<file path="src/rtl/mem_arbiter.sv">
// mem_arbiter: serialises MIPS imem/dmem requests onto one single-ported RAM, with a watchdog.
// Define MEM_ARBITER_RR_EN for round-robin arbitration; otherwise data has fixed priority.
module mem_arbiter #(
  parameter int ADDR_W  = 32,
  parameter int DATA_W  = 32,
  parameter int TIMEOUT = 255
) (
  input  logic              CLK,
  input  logic              RST,
  input  logic              halt,
  input  logic              iREN,
  input  logic [ADDR_W-1:0] iaddr,
  output logic              ihit,
  output logic [DATA_W-1:0] iload,
  input  logic              dREN,
  input  logic              dWEN,
  input  logic [ADDR_W-1:0] daddr,
  input  logic [DATA_W-1:0] dstore,
  output logic              dhit,
  output logic [DATA_W-1:0] dload,
  output logic              ramREN,
  output logic              ramWEN,
  output logic [ADDR_W-1:0] ramaddr,
  output logic [DATA_W-1:0] ramstore,
  input  logic [DATA_W-1:0] ramload,
  input  logic              ram_ack,
  output logic              bus_err
);

  localparam int              WD_W   = (TIMEOUT < 1) ? 1 : $clog2(TIMEOUT + 1);
  localparam logic [WD_W-1:0] WD_LIM = WD_W'(TIMEOUT);
  localparam bit              WD_EN  = (TIMEOUT != 0);

  typedef enum logic [1:0] {
    S_IDLE = 2'd0,
    S_IACC = 2'd1,
    S_DACC = 2'd2,
    S_DONE = 2'd3
  } state_t;

  state_t            r_state;
  state_t            w_next;
  logic [WD_W-1:0]   r_wdog;
  logic              r_dwr;
  logic              r_ihit;
  logic              r_dhit;
  logic [DATA_W-1:0] r_iload;
  logic [DATA_W-1:0] r_dload;
  logic              r_ramren;
  logic              r_ramwen;
  logic [ADDR_W-1:0] r_ramaddr;
  logic [DATA_W-1:0] r_ramstore;
  logic              r_buserr;

  logic w_dreq;
  logic w_ireq;
  logic w_grant_d;
  logic w_grant_i;
  logic w_in_acc;
  logic w_expire;

`ifdef MEM_ARBITER_RR_EN
  logic r_last_d;

  always_ff @(posedge CLK) begin
    if (RST) begin
      r_last_d <= 1'b0;
    end else if (w_grant_d) begin
      r_last_d <= 1'b1;
    end else if (w_grant_i) begin
      r_last_d <= 1'b0;
    end else begin
      r_last_d <= r_last_d;
    end
  end
`endif

  always_ff @(posedge CLK) begin
    if (RST) begin
      r_state <= S_IDLE;
    end else begin
      r_state <= w_next;
    end
  end

  always_comb begin
    w_next = r_state;
    case (r_state)
      S_IDLE: begin
        if (w_grant_d) begin
          w_next = S_DACC;
        end else if (w_grant_i) begin
          w_next = S_IACC;
        end else begin
          w_next = S_IDLE;
        end
      end
      S_IACC, S_DACC: begin
        if (ram_ack || w_expire) begin
          w_next = S_DONE;
        end else begin
          w_next = r_state;
        end
      end
      S_DONE:  w_next = S_IDLE;
      default: w_next = S_IDLE;
    endcase
  end

  // Grant decision and watchdog expiry; the abort fires on the edge where the count reaches TIMEOUT.
  always_comb begin
    w_dreq    = dREN | dWEN;
    w_ireq    = iREN & ~halt;
    w_grant_d = 1'b0;
    w_grant_i = 1'b0;
    w_in_acc  = (r_state == S_IACC) || (r_state == S_DACC);
    w_expire  = 1'b0;
    if (r_state == S_IDLE) begin
`ifdef MEM_ARBITER_RR_EN
      if (w_dreq && w_ireq) begin
        w_grant_d = ~r_last_d;
        w_grant_i = r_last_d;
      end else begin
        w_grant_d = w_dreq;
        w_grant_i = w_ireq;
      end
`else
      w_grant_d = w_dreq;
      w_grant_i = w_ireq & ~w_dreq;
`endif
    end else begin
      w_grant_d = 1'b0;
      w_grant_i = 1'b0;
    end
    if (WD_EN && w_in_acc && !ram_ack) begin
      w_expire = (r_wdog == (WD_LIM - WD_W'(1)));
    end else begin
      w_expire = 1'b0;
    end
  end

  always_ff @(posedge CLK) begin
    if (RST) begin
      r_wdog     <= '0;
      r_dwr      <= 1'b0;
      r_ihit     <= 1'b0;
      r_dhit     <= 1'b0;
      r_iload    <= '0;
      r_dload    <= '0;
      r_ramren   <= 1'b0;
      r_ramwen   <= 1'b0;
      r_ramaddr  <= '0;
      r_ramstore <= '0;
      r_buserr   <= 1'b0;
    end else begin
      r_ihit <= 1'b0;
      r_dhit <= 1'b0;
      if (w_grant_d) begin
        r_ramaddr  <= daddr;
        r_ramstore <= dstore;
        r_ramwen   <= dWEN;
        r_ramren   <= ~dWEN;
        r_dwr      <= dWEN;
        r_wdog     <= '0;
      end else if (w_grant_i) begin
        r_ramaddr  <= iaddr;
        r_ramstore <= '0;
        r_ramren   <= 1'b1;
        r_ramwen   <= 1'b0;
        r_wdog     <= '0;
      end else if (w_in_acc && ram_ack) begin
        r_ramren <= 1'b0;
        r_ramwen <= 1'b0;
        // Hit only if the requester is still asking; the RAM side completes regardless.
        if (r_state == S_IACC) begin
          r_iload <= ramload;
          r_ihit  <= iREN;
        end else begin
          if (!r_dwr) begin
            r_dload <= ramload;
          end
          r_dhit <= r_dwr ? dWEN : dREN;
        end
      end else if (w_expire) begin
        r_ramren <= 1'b0;
        r_ramwen <= 1'b0;
        r_buserr <= 1'b1;
        r_wdog   <= WD_LIM;
      end else if (w_in_acc && (r_wdog != WD_LIM)) begin
        r_wdog <= r_wdog + WD_W'(1);
      end
    end
  end

  assign ihit     = r_ihit;
  assign dhit     = r_dhit;
  assign iload    = r_iload;
  assign dload    = r_dload;
  assign ramREN   = r_ramren;
  assign ramWEN   = r_ramwen;
  assign ramaddr  = r_ramaddr;
  assign ramstore = r_ramstore;
  assign bus_err  = r_buserr;

endmodule

</file>
<file path="config.mk">
export PLATFORM = sky130hd
export DESIGN_NAME = mem_arbiter
export DESIGN_NICKNAME = d
export VERILOG_FILES = /design/src/rtl/mem_arbiter.sv
export SDC_FILE = /design/constraint.sdc
export NUM_CORES = 1
export LEC_CHECK = 0
export ABC_AREA = 1
export CAP_MARGIN = 20
export CORE_UTILIZATION = 41
export CTS_CLUSTER_SIZE = 14
export DETAILED_ROUTE_END_ITERATION = 12
export HOLD_SLACK_MARGIN = 0.15
export PLACE_DENSITY = 0.8
export SLEW_MARGIN = 20
export SYNTH_ARGS = -nofsm -noshare
export SYNTH_HDL_FRONTEND = slang
export SYNTH_SLANG_ARGS = --single-unit
</file>
<file path="constraint.sdc">
create_clock -name CLK -period 1.9 [get_ports CLK]
set_input_delay 0.19 -clock CLK [delete_from_list [all_inputs] [get_ports CLK]]
set_output_delay 0.19 -clock CLK [all_outputs]
set_load 0.005 [all_outputs]
</file>
==> summary.txt, run 1 <==
Setup path
  – Setup CP Type: flip-flop to flip-flop
  – Required time worst endpoint: 2210 ps
  – Crit start category: flip-flop
  – Crit Path Max Fanout: 28
  – Crit-path max cell delay: 340 ps
  – FF-to-FF End: dload[6]
  – R2r setup slk: 160 ps
  – Worst r2r src: r_state[0]
  – R2r worst-path depth: 9
  – CP endpoint kind: flip-flop
  – CP Data Arrival Time: 2050 ps
  – CP cell instances: inv_1 > ha_1 > nand3_2 > nand2_4 > inv_4 > buf_4 > nand3_1 > nand2_1 > nor2_1
  – Slowest CP cell: dfxtp_1

Yosys
  – Async SR Flop Fraction: 0%
  – Synth warn: 0
  – Seq cells post-synth: 144
  – Syn Nets: 907
  – Synthesized area: 5776 um^2
  – Mean Syn Cell Area: 7.530 um^2
  – Post-synthesis sequential area ratio: 49.91%
  – Ys flop type: dfxtp_1
  – Area leader, netlist: dfxtp_1
  – Count of different cell masters after synthesis: 28
  – Yosys top cell area share: 49.91%
  – EDFF count, synth: 0
  – Mapped Cells: 767
  – Area contributors post-synth: dfxtp_1, nand2_1, nand3_1

Layout
  – Antenna fix cells: 0
  – Layout area overhead: 61.11%
  – Most frequent cells in the layout: clkdlybuf4s50_1, nand2_1, dfxtp_1, nor2_1, nand3_1
  – Layout cell share with drive strength beyond 1: 9.056%
  – Leading cell type in the layout, fill and taps excluded: clkdlybuf4s50_1
  – Sequential Area: 2883 um^2
  – Nets: 1166
  – Filler Cell Count: 1129
  – Multi-input gate area in the final layout: 2525 um^2

Clocking
  – CTS Buffer Depth: 2
  – Clock root buffer: clkbuf_16
  – Skew-Pair Late Insertion Delay: 420 ps
  – CTS tree: built
  – Worst-path clk slew: 60 ps
  – Post-cts resize count: 0
  – Clk sink count: 144
  – H-tree depth: 4
  – Hold_buf cts: 0
  – Post-CTS setup buffers: 0
  – CTS Buf Count: 17

Timing
  – Final worst-path cycle share: 91.54%
  – Min Tclk post-route: 1739 ps
  – Clock skew: 9.082 ps
  – Worst setup margin: 160.7 ps
  – Setup TNS Final: 0 ps
  – Max Slew Vio Count: 0
  – Final Setup Violations: 0
  – Fmax: 574.9 MHz
  – RSZ-0062 raised after global routing: no
  – Rel. slew slack: 78.30%
  – Worst-Margin Slew: 324.3 ps
  – Final Hold Fails: 0

Pwr
  – Combinational Power Share: 35.2%
  – Clock power frac: 29.2%
  – Int Power: 0.007649 W
  – Sw Pwr: 0.003533 W
  – LEAKAGE: 3.773 nW
  – Sw frac: 31.59%
  – Pwr/cell area: 1202 nW/um^2
  – Worst VDD drop: 0.6154 mV
  – Flop pwr share: 35.6%

Die
  – Core Box Area: 13830 um^2
  – Top-Level Pins: 268
  – Chip Height: 120.7 um
  – # rows: 43
  – Starting density of the core: 41.77%
  – Total die area: 14560 um^2
  – Die X: 120.7 um

Global routing
  – Vias in the first global route: 5502
  – Largest net degree at the start of global routing: 66
  – First-pass GRT wire length: 27.85 mm
  – GRT Total Usage: 24.46%
  – GRT overflow: 0
  – Initial antenna violation count: 0
  – Grt met2 use: 42.46%
  – M3 GR Usage: 9.858%
  – Met1 usage: 27.08%
  – Busiest layer in global routing: met2

Worst hold path
  – Hold path cells: 3
  – Hold Crit Start: dstore[7]
  – Worst hold path class: input port to flip-flop
  – Worst Hold End: ramstore[7]

Detailed routing
  – DR vias: 5936
  – Post-DRT Antenna Nets: 0
  – DRC: 0
  – Drt initial violations: 413
  – Vias per cell: 4.874
  – Drt wl/cell: 14.57 um
  – Initial DRT Pass Iterations: 5
  – Routed WL: 17.75 mm

Run
  – Total of max-cap violations: 0

Placed design
  – GP Congestion: 0.8251
  – Port Buffers: 267
  – Post-DP HPWL: 12.11 mm
  – Dpl ws: 174.8 ps

Status
  – Outcome: complete, no violations
==> worst max-delay path, delay by kind of cell (launching register included) <==
family	cells	cell delay (ps)
flops	1	340
simple gates	5	550
fa+ha+maj	1	290
buf+inv	3	450
==> sequential cells by signal, indices dropped and copies added (netlist names) <==
register and flops:
bus_err 1, ihit 1, iload 32, dload 32
r_dwr 1, ramaddr 32, r_state 2, ramstore 32
ramWEN 1, r_wdog 8, dhit 1, ramREN 1
==> power by group through the flow <==
stage,sequential (W),clock [W],combinational [W]
4_1_cts,0.00399,0.00335,0.00396
6_report,0.00398,0.00326,0.00393
3_3_place_gp,0.00402,0,0.00389
3_5_place_dp,0.00404,0,0.00393
5_1_grt,0.00405,0.00347,0.00430
2_1_floorplan,0.00408,0,0.00179
==> through the flow <==
| stage | utilization (%) | cell area, um^2 | cells | power (W) | hold WS [ps] |
|---|---|---|---|---|---|
| floorplan | - | 5776 | 767 | 0.005866 | 318.3 |
| global placement | 63.11 | 8726 | 1187 | 0.007909 | 427.4 |
| detailed placement | 63.11 | 8726 | 1187 | 0.007969 | 431.2 |
| CTS | 67.30 | 9305 | 1218 | 0.01129 | 327.3 |
| global route | 67.30 | 9305 | 1218 | 0.01182 | 332.4 |
| finish | 67.30 | 9305 | 1218 | 0.01118 | 346.9 |
==> cell families after synthesis <==
group	share of synthesized area [%]
AO/OA/AOI/OAI	10.23
adder cells (fa/ha/maj)	1.083
buffers and inverters	6.413
XOR/XNOR	0.1517
AND/OR/NAND/NOR	32.21
flip-flops	49.91
==> cells in the mapped netlist (9+ instances only) <==
cell,number
buf_2,27
o211ai_1,32
o21ai_1,9
or2_2,32
a21oi_1,38
nand3_1,84
o21ai_0,17
clkbuf_1,13
nor2_1,96
nand2_1,213
inv_1,35
dfxtp_1,144
==> final cells by class <==
cell class / instances / share of cell area, %
Sequential cell: 144 / 30.98
Multi-Input combinational cell: 539 / 27.13
Tap cell: 180 / 2.420
Inverter: 36 / 1.479
Clock buffer: 18 / 4.720
Timing Repair Buffer: 288 / 31.76
Clock inverter: 13 / 1.506
==> worst max-delay path by stage <==
stage / start / to / slack, ps
floorplan: r_state[0] / dload[17] / 330
global placement: dWEN / iload[1] / 190
detailed placement: dWEN / iload[5] / 170
CTS: r_state[0] / dload[6] / 160
global route: r_state[0] / dload[19] / 4
finish: r_state[0] / dload[6] / 160
==> routing by layer <==
layer | vias up | wire (um)
li1 | 2999 | -
met1 | 2702 | 7068
met2 | 214 | 8628
met3 | 21 | 1728
met4 | 0 | 319
met5 | - | 0
Power figures use the tool's default switching activity.
==> run 2, diff against run 1 <==
--- a/config.mk
+++ b/config.mk
@@ -12,7 +12,7 @@
 export DETAILED_ROUTE_END_ITERATION = 12
 export HOLD_SLACK_MARGIN = 0.15
 export PLACE_DENSITY = 0.8
-export SLEW_MARGIN = 20
+export SLEW_MARGIN = 30
 export SYNTH_ARGS = -nofsm -noshare
 export SYNTH_HDL_FRONTEND = slang
 export SYNTH_SLANG_ARGS = --single-unit
==> results of run 2 <==
The final DEF is identical to that of run 1; final timing and power are the same.
==> run 3, diff against run 2 <==
--- a/config.mk
+++ b/config.mk
@@ -7,6 +7,7 @@
 export LEC_CHECK = 0
 export ABC_AREA = 1
 export CAP_MARGIN = 20
+export CORE_ASPECT_RATIO = 1.25
 export CORE_UTILIZATION = 41
 export CTS_CLUSTER_SIZE = 14
 export DETAILED_ROUTE_END_ITERATION = 12
==> run 3 against run 2 <==
Worst setup slack lost 5.8 ps. Via count shrank 0.20%. Count of clock-buffer cells in the layout grew 4. First-iteration DRC count shrank 22%. Non-clock buffer count shrank 3. Combinational power is essentially flat. Routed wire length shrank 1.3%. Die area is essentially flat. Clock power grew 8.9%. Highest routed layer unchanged.
==> summary.txt, run 3 (same netlist as run 1, synthesis figures left out) <==
Status
  – Outcome: complete, no violations

Timing
  – Min Tclk post-route: 1745 ps
  – Rel. slew slack: 76.36%
  – Worst setup margin: 154.9 ps
  – Fmax: 573.0 MHz
  – Clock skew: 5.898 ps
  – Max Slew Vio Count: 0
  – Setup TNS Final: 0 ps
  – Final Hold Fails: 0
  – Final worst-path cycle share: 91.85%
  – Final Setup Violations: 0
  – WHS: 333.8 ps
  – Worst-Margin Slew: 354.6 ps
  – RSZ-0062 raised after global routing: no

Global routing
  – Vias in the first global route: 5629
  – M3 GR Usage: 8.349%
  – Met1 usage: 25.80%
  – Grt met2 use: 42.18%
  – GRT overflow: 0
  – Initial antenna violation count: 0
  – First-pass GRT wire length: 27.36 mm
  – Largest net degree at the start of global routing: 47
  – GRT Total Usage: 23.96%
  – Busiest layer in global routing: met2

Clocking
  – H-tree depth: 4
  – CTS Buffer Depth: 2
  – Worst-path clk slew: 60 ps
  – Hold_buf cts: 0
  – CTS Buf Count: 17
  – Clk sink count: 144
  – CTS tree: built
  – Clock root buffer: clkbuf_16
  – Post-cts resize count: 0
  – Skew-Pair Late Insertion Delay: 420 ps
  – Post-CTS setup buffers: 0

Detailed routing
  – DR vias: 5924
  – Drt initial violations: 324
  – Initial DRT Pass Iterations: 5
  – DRC: 0
  – Vias per cell: 4.900
  – Routed WL: 17.52 mm
  – Post-DRT Antenna Nets: 0
  – Drt wl/cell: 14.49 um

Placed design
  – Port Buffers: 267
  – GP Congestion: 0.8082
  – Post-DP HPWL: 12.40 mm
  – Dpl ws: 55.19 ps

Setup path
  – Slowest CP cell: dfxtp_1
  – CP most frequent cell: nand2_1
  – CP endpoint kind: flip-flop
  – Crit Path Max Fanout: 33
  – Crit-path max cell delay: 310 ps
  – Required time worst endpoint: 2240 ps
  – CP cell instances: inv_1 > ha_1 > nand3_2 > nand2_4 > inv_4 > nand2_1 > buf_6 > nand2_1 > a21oi_1
  – CP Data Arrival Time: 2090 ps
  – Crit start category: flip-flop
  – Setup CP Type: flip-flop to flip-flop

Layout
  – Nets: 1163
  – Antenna fix cells: 0
  – Final core utilization: 67.82%
  – Most frequent cells in the layout: clkdlybuf4s50_1, nand2_1, dfxtp_1, nor2_1, nand3_1
  – Filler Cell Count: 1123
  – Layout area overhead: 61.50%
  – Sequential Area: 2883 um^2
  – Layout cell share with drive strength beyond 1: 8.897%
  – Leading cell type in the layout, fill and taps excluded: clkdlybuf4s50_1
  – Multi-input gate area in the final layout: 2536 um^2

Die
  – Top-Level Pins: 268
  – Starting density of the core: 41.99%
  – Die X: 108.2 um
  – Total die area: 14570 um^2
  – Core Box Area: 13750 um^2
  – Chip Height: 134.7 um
  – # rows: 48

Pwr
  – Worst VDD drop: 0.9744 mV
  – LEAKAGE: 3.783 nW
  – Pwr/cell area: 1231 nW/um^2

Worst hold path
  – Worst hold path class: input port to flip-flop

Run
  – Total of max-cap violations: 0
run 3: final cells by class:
type / count / area share (%)
sequential: 144 / 30.91
multi-input combinational: 539 / 27.19
clock inverter: 8 / 1.650
inverter: 36 / 1.476
timing repair buffer: 285 / 31.35
tap: 175 / 2.347
clock buffer: 22 / 5.084
run 3: routing by layer:
| metal | routed length [um] | vias to the layer above |
|---|---|---|
| met4 | 448 | 0 |
| met5 | 0 | - |
| met3 | 1773 | 32 |
| met2 | 8597 | 221 |
| met1 | 6696 | 2680 |
| li1 | - | 2991 |
run 3: worst paths after layout:
path	start	end	slack [ps]	cells after the start
max reg2reg	r_state[1]	iload[30]	150	9
min	dstore[1]	ramstore[1]	330	3
min reg2reg	ramstore[1]	ramstore[1]	440	2
max	r_state[1]	iload[30]	150	9
run 3: report_power, final:
part / total (W) / leakage, nW / switching, W / internal (W)
combinational: 0.00395 / 2.30 / 0.00191 / 0.00204
clock: 0.00355 / 0.303 / 0.00126 / 0.00230
sequential: 0.00398 / 1.18 / 0.000323 / 0.00366
total: 0.0115 / 3.78 / 0.00349 / 0.00799
run 3: metrics by stage:
stage / power, W / cells / cell area [um^2]
floorplan: 0.005866 / 767 / 5776
global placement: 0.007910 / 1179 / 8685
detailed placement: 0.007985 / 1179 / 8685
CTS: 0.01156 / 1209 / 9313
global route: 0.01213 / 1209 / 9328
finish: 0.01148 / 1209 / 9328
run 3: critical path: cells and delay by family (launching register included):
family,cells,cell delay [ps]
buf+inv,3,410
fa+ha+maj,1,290
flops,1,310
simple gates,4,510
compound gates,1,150
